[src/rtl/mem_port_arbiter_pkg.sv]
// Shared types and constants for the two-requester memory port arbiter.
// State encoding, port indices and the round-robin pick used by the top.
package mem_port_arbiter_pkg;

    typedef enum logic [1:0] {
        IDLE = 2'd0,
        BUSY = 2'd1,
        DONE = 2'd2
    } state_t;

    localparam logic PORT_FETCH = 1'b0;
    localparam logic PORT_LSU   = 1'b1;

    // On a tie the port that did not win last time goes next.
    function automatic logic rr_pick(input logic req0, input logic req1, input logic last_grant);
        logic pick;
        if (req0 && req1) begin
            pick = ~last_grant;
        end else if (req1) begin
            pick = PORT_LSU;
        end else begin
            pick = PORT_FETCH;
        end
        return pick;
    endfunction

endpackage

[src/rtl/mem_port_arbiter_if.sv]
// Requester and memory-side signals of the shared memory port.
// master = arbiter view, slave = requesters plus memory (environment) view.
interface mem_port_arbiter_if #(
    parameter int DATA_WIDTH = 32
);
    logic                  req0;
    logic                  req1;
    logic [DATA_WIDTH-1:0] addr0;
    logic [DATA_WIDTH-1:0] addr1;
    logic [DATA_WIDTH-1:0] wdata0;
    logic [DATA_WIDTH-1:0] wdata1;
    logic                  we0;
    logic                  we1;
    logic                  done0;
    logic                  done1;
    logic [DATA_WIDTH-1:0] rdata;
    logic                  err;
    logic                  mem_valid;
    logic [DATA_WIDTH-1:0] mem_addr;
    logic [DATA_WIDTH-1:0] mem_wdata;
    logic                  mem_we;
    logic                  mem_ready;
    logic [DATA_WIDTH-1:0] mem_rdata;

    modport master (
        input  req0, req1, addr0, addr1, wdata0, wdata1, we0, we1,
        input  mem_ready, mem_rdata,
        output done0, done1, rdata, err,
        output mem_valid, mem_addr, mem_wdata, mem_we
    );

    modport slave (
        output req0, req1, addr0, addr1, wdata0, wdata1, we0, we1,
        output mem_ready, mem_rdata,
        input  done0, done1, rdata, err,
        input  mem_valid, mem_addr, mem_wdata, mem_we
    );
endinterface

[src/rtl/multiplexer_2_inputs.sv]
// Two-input bus multiplexer, out = sel ? in1 : in0.
// Combinational, zero latency; no flow control.
module multiplexer_2_inputs #(
    parameter int WIDTH = 32
) (
    input  logic             sel,
    input  logic [WIDTH-1:0] in0,
    input  logic [WIDTH-1:0] in1,
    output logic [WIDTH-1:0] out
);
    assign out = sel ? in1 : in0;
endmodule

[src/rtl/mem_port_arbiter.sv]
// Round-robin arbiter sharing one memory port between fetch (port 0) and LSU (port 1).
// Latency: grant, >=1 BUSY cycle, DONE pulse (3 cycles min); memory stalls via mem_ready, watchdog aborts.
module mem_port_arbiter
    import mem_port_arbiter_pkg::*;
#(
    parameter int DATA_WIDTH     = 32,
    parameter int TIMEOUT_CYCLES = 255,
    // 2**CNT_WIDTH must exceed TIMEOUT_CYCLES
    parameter int CNT_WIDTH      = 8
) (
    input  logic               clk,
    input  logic               resetn,
    mem_port_arbiter_if.master bus
);

    // Watchdog value seen during the last permitted BUSY cycle.
    localparam logic [CNT_WIDTH-1:0] WDOG_LAST = CNT_WIDTH'(TIMEOUT_CYCLES - 1);

    state_t                state_q, state_d;
    logic                  sel_q, sel_d;
    logic                  last_grant_q, last_grant_d;
    logic [CNT_WIDTH-1:0]  wdog_q, wdog_d;
    logic [DATA_WIDTH-1:0] rdata_q, rdata_d;
    logic                  err_q, err_d;

    logic                  grant;
    logic                  busy;
    logic                  in_done;
    logic                  sel_we;

    assign grant   = rr_pick(bus.req0, bus.req1, last_grant_q);
    assign busy    = (state_q == BUSY);
    assign in_done = (state_q == DONE);
    assign sel_we  = (sel_q == PORT_LSU) ? bus.we1 : bus.we0;

    always_ff @(posedge clk or negedge resetn) begin
        if (!resetn) begin
            state_q      <= IDLE;
            sel_q        <= PORT_FETCH;
            last_grant_q <= PORT_LSU;
            wdog_q       <= '0;
            rdata_q      <= '0;
            err_q        <= 1'b0;
        end else begin
            state_q      <= state_d;
            sel_q        <= sel_d;
            last_grant_q <= last_grant_d;
            wdog_q       <= wdog_d;
            rdata_q      <= rdata_d;
            err_q        <= err_d;
        end
    end

    always_comb begin
        state_d      = state_q;
        sel_d        = sel_q;
        last_grant_d = last_grant_q;
        wdog_d       = wdog_q;
        rdata_d      = rdata_q;
        err_d        = 1'b0;
        case (state_q)
            IDLE: begin
                if (bus.req0 || bus.req1) begin
                    sel_d        = grant;
                    last_grant_d = grant;
                    wdog_d       = '0;
                    state_d      = BUSY;
                end
            end
            BUSY: begin
                wdog_d = wdog_q + CNT_WIDTH'(1);
                // A response in the final watchdog cycle still counts as success.
                if (bus.mem_ready) begin
                    rdata_d = bus.mem_rdata;
                    state_d = DONE;
                end else if (wdog_q == WDOG_LAST) begin
                    rdata_d = '0;
                    err_d   = 1'b1;
                    state_d = DONE;
                end
            end
            DONE: begin
                state_d = IDLE;
            end
            default: begin
                state_d = IDLE;
            end
        endcase
    end

    multiplexer_2_inputs #(.WIDTH(DATA_WIDTH)) u_addr_mux (
        .sel (sel_q),
        .in0 (bus.addr0),
        .in1 (bus.addr1),
        .out (bus.mem_addr)
    );

    multiplexer_2_inputs #(.WIDTH(DATA_WIDTH)) u_wdata_mux (
        .sel (sel_q),
        .in0 (bus.wdata0),
        .in1 (bus.wdata1),
        .out (bus.mem_wdata)
    );

    // Strobes decode straight from the state flop so reset drops them asynchronously.
    assign bus.mem_valid = busy;
    assign bus.mem_we    = busy & sel_we;
    assign bus.done0     = in_done & (sel_q == PORT_FETCH);
    assign bus.done1     = in_done & (sel_q == PORT_LSU);
    assign bus.err       = err_q;
    assign bus.rdata     = rdata_q;

endmodule

[src/flat_wrapper.sv]
// flat-port wrapper written by rule: the top's interface ports become plain ports
module mem_port_arbiter_flat import mem_port_arbiter_pkg::*;
#(
    parameter int DATA_WIDTH     = 32,
    parameter int TIMEOUT_CYCLES = 255,
                                              
    parameter int CNT_WIDTH      = 8
)
  (clk, resetn, bus_req0, bus_req1, bus_addr0, bus_addr1, bus_wdata0, bus_wdata1, bus_we0, bus_we1, bus_mem_ready, bus_mem_rdata, bus_done0, bus_done1, bus_rdata, bus_err, bus_mem_valid, bus_mem_addr, bus_mem_wdata, bus_mem_we);
  mem_port_arbiter_if #(.DATA_WIDTH(DATA_WIDTH)) bus_i ();
  input  logic clk;
  input  logic resetn;
  input wire logic [$bits(bus_i.req0)-1:0] bus_req0;
  input wire logic [$bits(bus_i.req1)-1:0] bus_req1;
  input wire logic [$bits(bus_i.addr0)-1:0] bus_addr0;
  input wire logic [$bits(bus_i.addr1)-1:0] bus_addr1;
  input wire logic [$bits(bus_i.wdata0)-1:0] bus_wdata0;
  input wire logic [$bits(bus_i.wdata1)-1:0] bus_wdata1;
  input wire logic [$bits(bus_i.we0)-1:0] bus_we0;
  input wire logic [$bits(bus_i.we1)-1:0] bus_we1;
  input wire logic [$bits(bus_i.mem_ready)-1:0] bus_mem_ready;
  input wire logic [$bits(bus_i.mem_rdata)-1:0] bus_mem_rdata;
  output wire logic [$bits(bus_i.done0)-1:0] bus_done0;
  output wire logic [$bits(bus_i.done1)-1:0] bus_done1;
  output wire logic [$bits(bus_i.rdata)-1:0] bus_rdata;
  output wire logic [$bits(bus_i.err)-1:0] bus_err;
  output wire logic [$bits(bus_i.mem_valid)-1:0] bus_mem_valid;
  output wire logic [$bits(bus_i.mem_addr)-1:0] bus_mem_addr;
  output wire logic [$bits(bus_i.mem_wdata)-1:0] bus_mem_wdata;
  output wire logic [$bits(bus_i.mem_we)-1:0] bus_mem_we;
  assign bus_i.req0 = bus_req0;
  assign bus_i.req1 = bus_req1;
  assign bus_i.addr0 = bus_addr0;
  assign bus_i.addr1 = bus_addr1;
  assign bus_i.wdata0 = bus_wdata0;
  assign bus_i.wdata1 = bus_wdata1;
  assign bus_i.we0 = bus_we0;
  assign bus_i.we1 = bus_we1;
  assign bus_i.mem_ready = bus_mem_ready;
  assign bus_i.mem_rdata = bus_mem_rdata;
  assign bus_done0 = bus_i.done0;
  assign bus_done1 = bus_i.done1;
  assign bus_rdata = bus_i.rdata;
  assign bus_err = bus_i.err;
  assign bus_mem_valid = bus_i.mem_valid;
  assign bus_mem_addr = bus_i.mem_addr;
  assign bus_mem_wdata = bus_i.mem_wdata;
  assign bus_mem_we = bus_i.mem_we;
  mem_port_arbiter #(.DATA_WIDTH(DATA_WIDTH), .TIMEOUT_CYCLES(TIMEOUT_CYCLES), .CNT_WIDTH(CNT_WIDTH)) u_core (.clk(clk), .resetn(resetn), .bus(bus_i));
endmodule
[config.mk]
export PLATFORM = sky130hd
export DESIGN_NAME = mem_port_arbiter_flat
export DESIGN_NICKNAME = d
export VERILOG_FILES = /design/src/rtl/mem_port_arbiter_pkg.sv /design/src/rtl/mem_port_arbiter_if.sv /design/src/rtl/multiplexer_2_inputs.sv /design/src/rtl/mem_port_arbiter.sv /design/src/flat_wrapper.sv
export SDC_FILE = /design/constraint.sdc
export NUM_CORES = 1
export LEC_CHECK = 0
export ABC_AREA = 0
export BUFFER_PORTS_ARGS = -buffer_cell sky130_fd_sc_hd__buf_4
export CAP_MARGIN = 5
export CORE_AREA = 5 5 101 103
export CTS_CLUSTER_SIZE = 10
export DETAILED_ROUTE_END_ITERATION = 7
export DIE_AREA = 0 0 106 108
export PLACE_DENSITY_LB_ADDON = 0.2
export SLEW_MARGIN = 30
export SYNTH_ARGS = -nofsm -noshare
export SYNTH_HDL_FRONTEND = slang
export SYNTH_SLANG_ARGS = --single-unit
[constraint.sdc]
create_clock -name clk -period 4.2 [get_ports clk]
set_clock_uncertainty 0.1 [all_clocks]
set_input_delay 0.21 -clock clk [delete_from_list [all_inputs] [get_ports clk]]
set_output_delay 0.21 -clock clk [all_outputs]
set_load 0.05 [all_outputs]
; ---- Word-level counts from Yosys, hierarchy flattened
; Cells that the tools add are included.
[totals]
in_bits = 167
output_inout_bits = 101
elab_cells = 42
regBits = 45
[classes]
addsub = 1
n_reduce_logical = 9
bitwise_logic = 5
eq_ne = 5
mux = 16
[ops]
columns = op, n
row1 = $mux 32, 4
row2 = $pmux 8 s2, 1
row3 = $add 8x1->8 const B, 1
row4 = $eq 8x8->1 const B, 1
row5 = $mux 8, 1
row6 = $reduce_and 2->1, 4
row7 = $mux 1, 6
row8 = $mux 2, 3
row9 = $pmux 2 s2, 1
row10 = $reduce_bool 2->1, 2
row11 = $and 1x1->1, 3
row12 = $ne 3x3->1 const B, 1
row13 = $eq 2x1->1 const B, 1
row14 = $eq 2x2->1 const B, 1
row15 = $logic_not 2->1, 1
row16 = $ne 2x1->1 const B, 1
row17 = $not 1->1, 2
row18 = $logic_and 1x1->1, 1
row19 = $logic_or 1x1->1, 1

; ---- Depth between registers and ports, before layout
[depth]
ltp_word = 4
mapped_depth = 6
mapped_depth_nobuf = 5

; ---- By module
; From an unflattened synthesis, not the netlist that was laid out.
[unflattened]
hier_cells = 207
area_unflattened_um2 = 2870.3
[by_module_without_submodules]
columns = mod, cells_per_inst, n_inst, area_each_um2
row1 = mem_port_arbiter, 135, 1, 1781.7
row2 = multiplexer_2_inputs, 36, 2, 544.3

; ---- Least setup slack after synthesis
; Ideal clock, no wire load.
[synth_path]
path_type = register -> output
from = register u_core.sel_q
to = output bus_done0
required_time_ns = 3.890
t_arrival_ns = 1.990
stages_incl_launch_ff = 5
slack_ns = 1.900
path_cell_list = dfrtp_1 clkbuf_1 buf_2 buf_2 nor3b_1
[synth_between]
elab_chain_cells = 2
[synth_rtl]
columns = item, line_no
row1 = start: declaration, mem_port_arbiter.sv:20  ; logic sel_q, sel_d;
row2 = start signal: assignment, mem_port_arbiter.sv:46  ; sel_q <= sel_d;
row3 = $not 1->1, mem_port_arbiter.sv:108  ; assign bus.done0 = in_done & (sel_q == PORT_FETCH);
row4 = $and 1x1->1, mem_port_arbiter.sv:108
row5 = end: declaration, flat_wrapper.sv:23  ; output wire logic [$bits(bus_i.done0)-1:0] bus_done0;
; Every way passes these cells.

; ---- Worst setup path in the final report
[layout_path]
from = register u_core.state_q[1]
to = output bus_mem_valid
[layout_between]
elab_chain_cells = 1
[layout_rtl]
columns = item, line_no
row1 = start: declaration, mem_port_arbiter.sv:19  ; state_t state_q, state_d;
row2 = start signal: assignment, mem_port_arbiter.sv:45  ; state_q <= state_d;
row3 = $eq 2x1->1, mem_port_arbiter.sv:32  ; assign busy = (state_q == BUSY);
row4 = end: declaration, flat_wrapper.sv:27  ; output wire logic [$bits(bus_i.mem_valid)-1:0] bus_mem_valid;
; Every way passes these cells.

==> results.yml <==
power:
  powerDensity_mw_per_mm2: 802
  leakage_nw: 2.44
  power.total_mw: 4.09
  ir_drop_v: 0.000423
critical_path:
  critPathMaxStageDelay_ns: 0.66
  crit_top_cell: "buf_4"
  crit_slowest_cell: "nand2b_1"
  critPathKind: "reg2out"
  cp-end-kind: "output port"
  worstPathMaxFanout: 28
  worstPathArrival_ns: 2.23
  cp.required_ns: 3.89
  crit_chain: "nand2b_1, buf_4, inv_1, buf_4"
  start_kind: "register"
sta:
  min_period_over_period: 0.604
  fin_crit_ns: 2.54
  worstMarginPinSlew_ns: 0.790
  setup_slack_ns: 1.66
  setup_violations: 0
  final.setup.tns_ns: 0
  finalHoldViolCount: 0
  report.final.slew_viol_count: 0
  rsz0062_at_grt: "no"
  max_freq_mhz: 394
  slew_headroom: 0.473
run:
  cap_violations: 0
drt:
  antenna_left: 0
  via_count: 3316
  viasPerCell: 5.10
  first_iter_violations: 225
  routed_wl_um: 12800
  wl_per_cell_um: 19.8
  drtPass1Iterations: 5
  drc: 0
synthesis:
  seq_area_frac_synth: 0.388
  syn_nets: 452
  ys_ff_latch: 45
  synth_edf_count: 0
  synth.largest_area_cell: "dfrtp_1"
  ys_types: 33
  syn_inst: 283
  synth_ff_type: "dfrtp_1"
  yosysWarningCount: 0
  ys_top_cells_by_count: "mux2_2, dfrtp_1, o21ai_0"
  syn_area_per_cell_um2: 10.3
  async_flop_share: 1.00
  ys_top_cells_by_area: "dfrtp_1, mux2_2, a22oi_1"
  yosysTopAreaCellShare: 0.379
  yosysMostFrequentCell: "mux2_2"
  syn-cell-area_mm2: 0.00290
place:
  pre_cts_slack_ns: 2.00
  dp_hpwl_um: 10500
  post_dp_cell_area_mm2: 0.00496
  port_buffers: 267
  globalplace.congestion: 0.884
floorplanning:
  io_pins: 268
  die_w_um: 106
  initial_core_util: 0.319
  dieArea_mm2: 0.0114
  die_h_um: 108
  fp-row-count: 35
  core_mm2: 0.00911
finish:
  fin_nets: 707
  seq_area_mm2: 0.00113
  multi_input_area_mm2: 0.00166
  fillerInstances: 812
  drive_above_1_share: 0.642
  final_area_mm2: 0.00510
  syn_to_final_growth_pct: 75.5
  antenna_cells: 0
global_route:
  grt_usage: 0.213
  grt_pass1_vias: 3307
  antenna_found_initial: 4
  grt_start_max_net_pins: 46
  grt_pass1_wl_um: 19000
  grt.overflow.total: 0
cts:
  htree_levels: 2
  clock_sinks: 45
  ctsHoldBuffers: 2
  cts_resized: 0
  clk_pin_slew_ns: 0.09
  clock_tree.buffer_depth: 2
  cts_root_buf: "clkbuf_8"
  insertion_delay_ns: 0.29
  numCtsBuffers: 5
  post_cts_buffers: 0
  cts_tree: "done"
run_status:
  status: "finished clean"
worst_hold_path:
  hp-class: "in2reg"
[registers in the layout, indices dropped and copies added, names as in the netlist]
register and flops:
u_core.bus.rdata 32, u_core.wdog_q 8, u_core.state_q 2, u_core.bus.err 1, u_core.last_grant_q 1, u_core.sel_q 1
[where the power goes]
group	leakage [nW]	internal, mW	switching (mW)	total [mW]
Combinational	1.86	1.01	1.89	2.90
Sequential	0.525	0.624	0.222	0.846
Clock	0.0585	0.194	0.145	0.339
Total	2.44	1.83	2.26	4.09
[layer usage]
layer	part of all wire	GRT usage	up-vias	routed length, um
met4	0.0086	0.0352	8	111
li1	-	-	1552	-
met3	0.10	0.0806	16	1310
met2	0.48	0.351	161	6140
met1	0.41	0.274	1579	5210
met5	0.0047	0	-	61
[critical path: cells and delay by family (launching register included)]
family	cells	cell delay [ns]
buf+inv	3	0.82
simple gates	1	0.66
flops	1	0.45
[final timing paths]
kind | cells past startpoint | startpoint | endpoint | slack [ns]
hold / removal | 3 | bus_mem_rdata[5] | u_core.bus.rdata[5] | 0.04
hold reg to reg | 1 | u_core.wdog_q[7] | u_core.wdog_q[7] | 0.38
min in group asynchronous | 2 | resetn | u_core.bus.rdata[25] | 0.36
max in group asynchronous | 2 | resetn | u_core.sel_q | 3.22
setup / recovery | 4 | u_core.state_q[1] | bus_mem_valid | 1.66
setup reg to reg | 5 | u_core.state_q[1] | u_core.wdog_q[4] | 1.99
[kinds of logic (layout without fill, tap and decap cells)]
logic type      Yosys count  count (layout)  synth area share
flops                    45              45             0.388
simple gates             60              60             0.119
compound gates           80              80             0.174
buf+inv                  27             283            0.0448
fa+ha+maj                 2               2           0.00862
mux                      69              69             0.265
[through the flow]
stage | cells | hold WS [ns] | util
after floorplan | 283 | -0.186 | -
after global placement | 640 | 0.153 | 0.544
after detailed placement | 640 | 0.150 | 0.545
after CTS | 650 | 0.0310 | 0.560
after global routing | 650 | 0.0369 | 0.560
final | 650 | 0.0367 | 0.560
[cells in the final DEF (no fill, tap or decap), drive strengths merged, types with 3 or more instances in the layout]
master	Yosys	final
a22oi	32	32
mux2i	5	5
nor2	5	5
o21ai	37	37
dfrtp	44	44
inv	3	3
buf	16	270
nand3	4	4
mux2	64	64
nand2	6	6
o211ai	3	3
nand2b	33	33
clkbuf	8	7
[layout make-up]
class | count | share of cell area
Clock buffer | 7 | 0.0169
Clock inverter | 1 | 0.00589
Inverter | 3 | 0.00221
Multi-Input combinational cell | 211 | 0.325
Sequential cell | 45 | 0.221
Tap cell | 111 | 0.0272
Timing Repair Buffer | 272 | 0.402
No activity file was read; power rests on OpenSTA's default activity.
